<file path="config.mk">
export PLATFORM = sky130hd
export DESIGN_NAME = paddle_collision_ctrl
export DESIGN_NICKNAME = d
export VERILOG_FILES = /design/src/rtl/paddle_collision_ctrl.sv
export SDC_FILE = /design/constraint.sdc
export NUM_CORES = 1
export LEC_CHECK = 0
export BUFFER_PORTS_ARGS = -buffer_cell sky130_fd_sc_hd__buf_2
export CORE_MARGIN = 2
export CORE_UTILIZATION = 35
export DETAILED_ROUTE_END_ITERATION = 8
export PLACE_DENSITY = 0.62
export SETUP_SLACK_MARGIN = 0.3
export SYNTH_ARGS = -nofsm -noshare
export SYNTH_HDL_FRONTEND = slang
export SYNTH_SLANG_ARGS = --single-unit
</file>
<file path="constraint.sdc">
create_clock -name clock -period 6 [get_ports clock]
set_input_delay 0.6 -clock clock [delete_from_list [all_inputs] [get_ports clock]]
set_output_delay 0.6 -clock clock [all_outputs]
set_load 0.02 [all_outputs]
</file>
<file path="src/rtl/paddle_collision_ctrl.sv">
// Upstream controller for the ball-movement stage: frame tick, paddle collision,
// rally/lives bookkeeping and the serve/play/game-over sequencing FSM.
module paddle_collision_ctrl #(
   parameter int TICK_DIV      = 833333,
   parameter int PADDLE_X      = 210,
   parameter int MISS_X        = 225,
   parameter int PADDLE_HEIGHT = 40,
   parameter int BALL_SIZE     = 4,
   parameter int SERVE_DELAY   = 60,
   parameter int LIVES         = 3
) (
   input  logic       clock,
   input  logic       reset,
   input  logic       start,
   input  logic [8:0] paddle_y,
   input  logic [7:0] ball_x,
   input  logic [8:0] ball_y,
   input  logic       ball_dir,
   output logic       ball_enable,
   output logic       ball_reset,
   output logic       x_dir_change,
   output logic [1:0] y_dir_change,
   output logic [7:0] rally_count,
   output logic [3:0] lives,
   output logic       game_over,
   output logic [2:0] state
);

   localparam int TW = $clog2(TICK_DIV);
   localparam int SW = (SERVE_DELAY < 2) ? 1 : $clog2(SERVE_DELAY);
   localparam logic [TW-1:0] TICK_LAST  = TW'(TICK_DIV - 1);
   localparam logic [SW-1:0] SERVE_LAST = SW'((SERVE_DELAY == 0) ? 0 : SERVE_DELAY - 1);

   localparam logic [9:0] PADDLE_X10  = 10'(PADDLE_X);
   localparam logic [9:0] MISS_X10    = 10'(MISS_X);
   localparam logic [9:0] PADDLE_H10  = 10'(PADDLE_HEIGHT);
   localparam logic [9:0] PADDLE_HH10 = 10'(PADDLE_HEIGHT / 2);
   localparam logic [9:0] BALL_S10    = 10'(BALL_SIZE);
   localparam logic [9:0] BALL_HS10   = 10'(BALL_SIZE / 2);
   localparam logic [3:0] LIVES_INIT  = 4'(LIVES);

   typedef enum logic [2:0] {
      IDLE      = 3'd0,
      SERVE     = 3'd1,
      PLAY      = 3'd2,
      MISS      = 3'd3,
      GAME_OVER = 3'd4
   } state_t;

   state_t        r_state;
   logic [TW-1:0] r_tickCount;
   logic [SW-1:0] r_serveCount;
   logic          r_ballEnable;
   logic          r_ballReset;
   logic          r_xDir;
   logic [1:0]    r_yDir;
   logic [7:0]    r_rally;
   logic [3:0]    r_lives;
   logic          r_gameOver;

   logic       w_tick;
   logic [9:0] w_ballX;
   logic [9:0] w_ballY;
   logic [9:0] w_paddleY;
   logic       w_hit;
   logic       w_topHalf;
   logic       w_miss;
   logic       w_xNext;

   // Everything is widened to 10 bits so the sums below can never wrap.
   assign w_tick    = (r_tickCount == TICK_LAST);
   assign w_ballX   = {2'b00, ball_x};
   assign w_ballY   = {1'b0, ball_y};
   assign w_paddleY = {1'b0, paddle_y};

   assign w_hit = ball_dir
                  && (w_ballX >= PADDLE_X10)
                  && (w_ballX < MISS_X10)
                  && ((w_ballY + BALL_S10) > w_paddleY)
                  && (w_ballY < (w_paddleY + PADDLE_H10));

   assign w_topHalf = (w_ballY + BALL_HS10) < (w_paddleY + PADDLE_HH10);
   assign w_miss    = ball_dir && (w_ballX >= MISS_X10);
   assign w_xNext   = w_hit && (r_state == PLAY);

   // Free-running frame divider, independent of the game state.
   always_ff @(posedge clock or posedge reset) begin
      if (reset) begin
         r_tickCount <= '0;
      end else if (w_tick) begin
         r_tickCount <= '0;
      end else begin
         r_tickCount <= r_tickCount + 1'b1;
      end
   end

   // Game FSM with all outputs registered; the start handling in the case
   // statement deliberately overrides the rally increment above it.
   always_ff @(posedge clock or posedge reset) begin
      if (reset) begin
         r_state      <= IDLE;
         r_serveCount <= '0;
         r_ballEnable <= 1'b0;
         r_ballReset  <= 1'b0;
         r_xDir       <= 1'b0;
         r_yDir       <= 2'b00;
         r_rally      <= 8'd0;
         r_lives      <= LIVES_INIT;
         r_gameOver   <= 1'b0;
      end else begin
         r_ballEnable <= w_tick && (r_state == PLAY);
         r_ballReset  <= 1'b0;
         r_xDir       <= w_xNext;
         if (!w_xNext) begin
            r_yDir <= 2'b00;
         end else if (w_topHalf) begin
            r_yDir <= 2'b01;
         end else begin
            r_yDir <= 2'b10;
         end

         if (w_xNext && !r_xDir && (r_rally != 8'hFF)) begin
            r_rally <= r_rally + 8'd1;
         end

         case (r_state)
            IDLE, GAME_OVER: begin
               if (start) begin
                  r_state      <= SERVE;
                  r_serveCount <= '0;
                  r_ballReset  <= 1'b1;
                  r_lives      <= LIVES_INIT;
                  r_rally      <= 8'd0;
                  r_gameOver   <= 1'b0;
               end
            end
            SERVE: begin
               if (w_tick) begin
                  if (r_serveCount >= SERVE_LAST) begin
                     r_state      <= PLAY;
                     r_serveCount <= '0;
                  end else begin
                     r_serveCount <= r_serveCount + 1'b1;
                  end
               end
            end
            PLAY: begin
               if (w_miss) begin
                  r_state <= MISS;
               end
            end
            MISS: begin
               r_lives     <= r_lives - 4'd1;
               r_ballReset <= 1'b1;
               if (r_lives == 4'd1) begin
                  r_state    <= GAME_OVER;
                  r_gameOver <= 1'b1;
               end else begin
                  r_state      <= SERVE;
                  r_serveCount <= '0;
               end
            end
            default: begin
               r_state <= IDLE;
            end
         endcase
      end
   end

   assign ball_enable  = r_ballEnable;
   assign ball_reset   = r_ballReset;
   assign x_dir_change = r_xDir;
   assign y_dir_change = r_yDir;
   assign rally_count  = r_rally;
   assign lives        = r_lives;
   assign game_over    = r_gameOver;
   assign state        = r_state;

endmodule

</file>
==> impl_results.md, run 1 <==
* Clock Skew at 0.008490 ns
* FF+latch count, synth at 47
* Via count of the first global-routing pass at 2712
* Worst Hold Class: flop to flop
* Initial DRC count at 81
* Synth warn at 0
* Detailed-route wire length at 7148 microns
* Placed cells at 519
* Drc violations at 0
* Clk_lat worst skew at 0.30 ns
* Die area at 0.01019 sq mm
* Synthesized area at 0.003291 sq mm
* Resize count post-CTS at 0
* Post-DP Area at roughly 0.0037 sq mm
* Final Hold Vio Count at 0
* Synthesized Nets at approximately 430
* Avg Cell Area, Syn at 9.015 sq um
* Final antenna-violating net count at 0
* Worst Path Required at 6.23 ns
* Post-CTS setup buffer count at 0
* Asr flop ratio synth at 1.000
* Post-synthesis cell count at 365
* Power Dens Cells at 201.0 mW/mm^2
* Clock Tree Buf Depth at 2
* Synth Flop Type: dfrtp_1
* Fin nets at approximately 480
* Status: complete, no violations
* Seq/Total Area, Yosys at 0.3582
* Fmax at 301.5 MHz
* Initial Util at 0.3578
* Largest net degree at the start of global routing at 48
* Initial antenna violation count at 0
* Area delta synth->final at 14.30%
* Cell Count, Final, Fillers Out at 527
* Finished Cell Area at between 0.003 and 0.004 sq mm
* Num CTS Buffers at 5
* VDD IR-drop max at 0.1018 mV
* R2r startpoint: state[0]$_DFFE_PP0P_
* Post-layout util at 0.4090
* Hold_ws at 0.4945 ns
* Critical path data arrival time at 3.54 ns
* Min-delay src: r_tickCount[0]$_DFF_PP0_
* # diodes at 0
* Cell Rows at 35
* Slew headroom at 0.3396
* Overall Global Routing Usage at 0.1482
* DIE WIDTH at 101.0 microns
* # clock sinks at 47
* Unrepaired setup endpoints after global routing: false
* Netlist cell types at 45
* CTS Hold Bufs at 0
* Mean routed wirelength per cell at roughly 14 microns
* CP startpoint: paddle_y[3]
* Hold depth at 1
* Port bufs at 50
* Worst-path clk slew at 0.09 ns
* I/O pin count at 51
* Dominant cells by area after synthesis: dfrtp_1 34%, ha_1 14%, xnor2_1 5.9%, xor2_1 4.3%, nand3_1 4.0%
* Placed wire-length estimate at 5559 microns
* Leakage at about 0.0018 uW
* Period minus WS final at around 3.3 ns
* Worst-Margin Slew at 0.9831 ns
* Leading area contributor after synthesis: dfrtp_1
* Maxcap violations at 0
* Routability cong. at 0.8685
* CTS tree: built
* Fin Setup TNS at 0 ns
* Max FO, Critical Path at 17
* Die Y at 101.0 microns
* Share of layout cells above drive strength 1 at 0.1707
* Initial DRT Pass Iterations at 4
* Clock root buffer: clkbuf_8
* Vias/cell at 5.275
* Via count at ~2800
* H-Tree Depth at 2
* Setup violators final at 0
* Core Region at 0.009196 sq mm
* Fin crit share at 0.5528
* Setup crit end kind: flop
* First-pass GRT wire length at 12470 microns
* Remaining Overflow, GRT at 0
* Pins over their slew limit at 0
* Post-synth EDFFs at 0
* R2R depth at 6
* Critical path launch point type: primary input
* Critical path class: primary input to flop
* Yosys top cell area share at 0.3422
==> layer usage <==
layer  GRT usage  vias to the layer above  part of all wire
met5           0                        -                 0
met2      0.2631                       50              0.48
met4     0.03846                        0             0.015
li1            -                     1407                 -
met1      0.1894                     1316              0.48
met3     0.01942                        7             0.023
==> critical path: stages <==
cell      delay, ns
buf_2          0.14
ha_1           0.25
o21ai_0        0.21
xnor2_1        0.11
ha_1           0.20
a211oi_1       0.18
o211ai_1       0.12
o2111a_1       0.23
or4_1          0.76
or4_1          0.59
a21oi_1        0.15
==> through the flow <==
stage	setup WS (ns)	power, uW
CTS	2.686	762.9
global placement	2.420	529.6
finish	2.683	756.0
global route	2.397	810.6
detailed placement	2.362	535.3
floorplan	2.876	477.1
==> state kept, by name (all words and copies together) (netlist names) <==
signal and cells:
y_dir_change 2, ball_enable 1, game_over 1, x_dir_change 1, state 3, rally_count 8
lives 4, r_serveCount 6, r_tickCount 20, ball_reset 1
==> layout make-up <==
class | count | area [sq um]
tap | 111 | 138.9
inverter | 25 | 93.84
clock buffer | 7 | 76.32
clock inverter | 1 | 30.03
multi-input combinational | 285 | 1986
sequential | 47 | 1179
timing repair buffer | 51 | 257.7
fill | 940 | 5435
==> path summary, 6_finish.rpt <==
kind | end | slack (ns)
max | rally_count[4]$_DFF_PP0_ | 2.68
min | r_tickCount[0]$_DFF_PP0_ | 0.49
max reg2reg | rally_count[4]$_DFF_PP0_ | 3.37
min reg2reg | r_tickCount[0]$_DFF_PP0_ | 0.49
max in group asynchronous | y_dir_change[1]$_DFF_PP0_ | 4.89
min in group asynchronous | r_tickCount[9]$_DFF_PP0_ | 0.52
==> layout by cell type (no fill, tap or decap), drive strengths merged, types with 9 or more instances in the layout <==
cell type	netlist	final
dfrtp	45	45
a21oi	20	20
nand3	26	26
nor3	9	9
or4	9	9
xnor2	22	22
buf	2	51
xor2	16	16
ha	36	36
nand2	29	29
inv	25	25
o21ai	15	15
nor2	34	34
==> synthesized netlist by cell type, drive strengths merged, types with 3 or more instances <==
master and instances:
o31ai 8, and4 7, or2 3, nand4 8, nand3 26, nor2 34, clkbuf 6, or4 9
o21ai 15, and3 5, xnor2 22, nand2b 5, dfrtp 45, nand2 29, a21oi 20, inv 25
xor2 16, nor3 9, ha 36, a2111oi 4
==> cells by family after synthesis <==
kind of cell    count (synthesis)  share of synthesized area
xor+xnor                       38                     0.1011
simple gates                  147                     0.2335
compound gates                 63                     0.1285
buf+inv                        33                    0.03840
flops                          47                     0.3582
mux                             1                   0.003422
fa+ha+maj                      36                     0.1369
==> power breakdown <==
group          total, uW  internal (uW)  switching (uW)
Clock                227            125             102
Sequential           351            332            18.9
Combinational        178           70.2             108
Power figures use the tool's default switching activity.
==> inputs of run 2 (changes only) <==
--- a/config.mk
+++ b/config.mk
@@ -9,7 +9,7 @@
 export CORE_MARGIN = 2
 export CORE_UTILIZATION = 35
 export DETAILED_ROUTE_END_ITERATION = 8
-export PLACE_DENSITY = 0.62
+export PLACE_DENSITY = 0.64
 export SETUP_SLACK_MARGIN = 0.3
 export SYNTH_ARGS = -nofsm -noshare
 export SYNTH_HDL_FRONTEND = slang
==> constraint.sdc (replaced) <==
create_clock -name clock -period 2.78 [get_ports clock]
set_input_delay 0.278 -clock clock [delete_from_list [all_inputs] [get_ports clock]]
set_output_delay 0.278 -clock clock [all_outputs]
set_load 0.02 [all_outputs]
==> run 2 against run 1 <==
  * Setup slack lost 2.4 ns
  * Global-route usage hardly changed
  * Clock-buffer cell count shrank 2
  * Non-clock buffer count grew 35
  * Clock skew rose by 0.0011 ns
  * First-iteration DRC count rose by 8.6%
  * Sequential power up 110%
  * Combinational power rose to 2.7 times the previous value
==> impl_results.md, run 2 (synthesis results as in run 1) <==
* Via count of the first global-routing pass at 2781 (+2.5%)
* First-pass GRT wire length at 12390 microns (-0.61%)
* Internal power at 1207 uW (+130%)
* Core Region at 0.009196 sq mm (unchanged)
* Initial antenna violation count at 0 (unchanged)
* Switching Fraction at 0.3068 (+0.004230)
* Vias/cell at 5.226 (-0.93%)
* VDD IR-drop max at 0.2231 mV (+120%)
* Critical path class: primary input to flop
* Clock root buffer: clkbuf_8
* Clock Tree Buf Depth at 2 (unchanged)
* Max FO, Critical Path at 8 (-9)
* Via count at 2937 (+5.6%)
* Worst Hold Class: primary input to asynchronous set/reset pin
* Setup violators final at 0 (unchanged)
* Fin nets at 516 (+7.3%)
* Finished Cell Area at 0.004253 sq mm (+13%)
* Clk_lat worst skew at 0.30 ns (about the same)
* Tot Pwr at 1741 uW (+130%)
* H-Tree Depth at 2 (unchanged)
* Num CTS Buffers at 5 (unchanged)
* Worst-path clk slew at 0.09 ns (about the same)
* Final Hold Vio Count at 0 (unchanged)
* Port bufs at 50 (unchanged)
* CTS Hold Bufs at 0 (unchanged)
* Area delta synth->final at 29.24%
* CP startpoint: ball_y[3]
* Cell Rows at 35 (unchanged)
* Detailed-route wire length at 7437 microns (+4.0%)
* Largest net degree at the start of global routing at 48 (unchanged)
* Mean routed wirelength per cell at 13.23 microns (-2.4%)
* I/O pin count at 51 (unchanged)
* Combinational Power Share at 0.279 (+0.043)
* Placed cells at 546 (+5.2%)
* Fin crit share at 0.9119
* Clock share of power at 0.294 (-0.006)
* Clock Skew at 0.009546 ns (+0.001055 ns)
* Initial DRC count at 88 (+8.6%)
* Die Y at 101.0 microns (unchanged)
* Leakage at 0.002022 uW (+13%)
* Remaining Overflow, GRT at 0 (unchanged)
* Die area at 0.01019 sq mm (unchanged)
* Power Dens Cells at 409.4 mW/mm^2 (+100%)
* Slew headroom at 0.2661 (-0.07347)
* Worst-Margin Slew at 1.092 ns (+0.1094 ns)
* Commonest cells after routing, fill and taps aside: 44 x dfrtp_1, 43 x buf_2, 35 x buf_4
* Worst Path Required at 3.02 ns (-3.21 ns)
* Max FFs per register at 20 (unchanged)
* Largest reg by FF count: r_tickCount
* Maxcap violations at 0 (unchanged)
* Setup crit end kind: flop
* R2r startpoint: r_tickCount[11]$_DFF_PP0_
* # clock sinks at 47 (unchanged)
* Fmax at 394.5 MHz
* Seq pwr share at 0.427 (-0.038)
* Routability cong. at 0.8529 (-1.8%)
* Final antenna-violating net count at 0 (unchanged)
* Critical path data arrival time at 2.77 ns (-0.77 ns)
* CTS tree: built
* Post-DP Area at 0.003867 sq mm (+5.8%)
* Status: complete, no violations
* Unrepaired setup endpoints after global routing: true
* Overall Global Routing Usage at 0.1484 (+0.0001989)
* Critical path launch point type: primary input
* Most common cell after layout, fill and taps aside: dfrtp_1
* DIE WIDTH at 101.0 microns (unchanged)
* Switching power at 534.2 uW (+130%)
* Drc violations at 0 (unchanged)
* Period minus WS final at 2.535 ns
* Placed wire-length estimate at 5651 microns (+1.7%)
* Initial Util at 0.3578 (unchanged)
* Pins over their slew limit at 0 (unchanged)
* Share of layout cells above drive strength 1 at 0.2971 (+0.1264)
* Cell Count, Final, Fillers Out at 562 (+6.6%)
* Initial DRT Pass Iterations at 4 (unchanged)
* # diodes at 0 (unchanged)
run 2: changes by cell type in the layout (fill, tap and decap cells not counted), moves of 4 or more:
cell and delta:
buf_2 -7, buf_4 +34, buf_6 +7, ha_1 -5, ha_4 +4, o31ai_1 -5
o31ai_2 +5
run 2: final cells by class:
cell class	instances	area (sq um)
Sequential cell	47	1180
Clock inverter	3	46.29
Timing Repair Buffer	86	576.8
Clock buffer	5	68.82
Inverter	25	93.84
Multi-Input combinational cell	285	2148
Tap cell	111	138.9
Fill cell	885	4943
run 2: metrics by stage:
step / hold WS [ns] / TNS [ns] / setup slack (ns) / utilization
5_1_grt: 0.2792 / 0 / 0.1385 / 0.4624
3_3_place_gp: 0.4716 / -0.4169 / -0.1143 / 0.4205
2_1_floorplan: 0.4467 / 0 / 0.1132 / -
6_report: 0.1749 / 0 / 0.2450 / 0.4624
3_5_place_dp: 0.4705 / -0.7287 / -0.1843 / 0.4205
4_1_cts: 0.2231 / 0 / 0.2364 / 0.4454
run 2: worst max-delay path, cell delays in order:
cell and delay, ns:
buf_6 0.10, ha_4 0.17, buf_6 0.11, xor2_1 0.13
ha_1 0.29, and4_1 0.21, a31oi_1 0.16, nor2_1 0.06
or4_4 0.51, buf_6 0.15, or4_4 0.47, a21oi_2 0.13
run 2: timing repair:
item                                    in CTS  in global routing
gates cloned                                 1                  0
endpoints found under the setup margin       8                 10
gates resized for setup                     18                 28
pin swaps                                   15                 17
buffers inserted                             4                  3
run 2: path summary, 6_finish.rpt:
| kind | end | slack, ns | cells after the start |
|---|---|---|---|
| max | rally_count[2]$_DFF_PP0_ | 0.25 | 12 |
| min | r_serveCount[1]$_DFFE_PP0P_ | 0.17 | 2 |
| max reg2reg | r_serveCount[4]$_DFFE_PP0P_ | 0.38 | 6 |
| min reg2reg | r_tickCount[0]$_DFF_PP0_ | 0.48 | 1 |
| max in group asynchronous | r_tickCount[15]$_DFF_PP0_ | 1.96 | 2 |
| min in group clock | state[2]$_DFFE_PP0P_ | 0.36 | 3 |
run 2: routing by layer:
layer | GRT usage | up-vias | part of all wire | wire (microns)
met5 | 0 | - | 0 | 0
met3 | 0.01734 | 2 | 0.025 | 184
li1 | - | 1478 | - | -
met2 | 0.2692 | 39 | 0.51 | 3762
met4 | 0.04262 | 0 | 0.0070 | 52
met1 | 0.1843 | 1418 | 0.46 | 3437
run 2: power groups by stage:
stage	clock network, uW	logic, uW	registers (uW)
CTS	526	459	744
detailed placement	0	448	758
global route	555	553	749
floorplan	0	259	775
finish	512	485	744
global placement	0	438	755
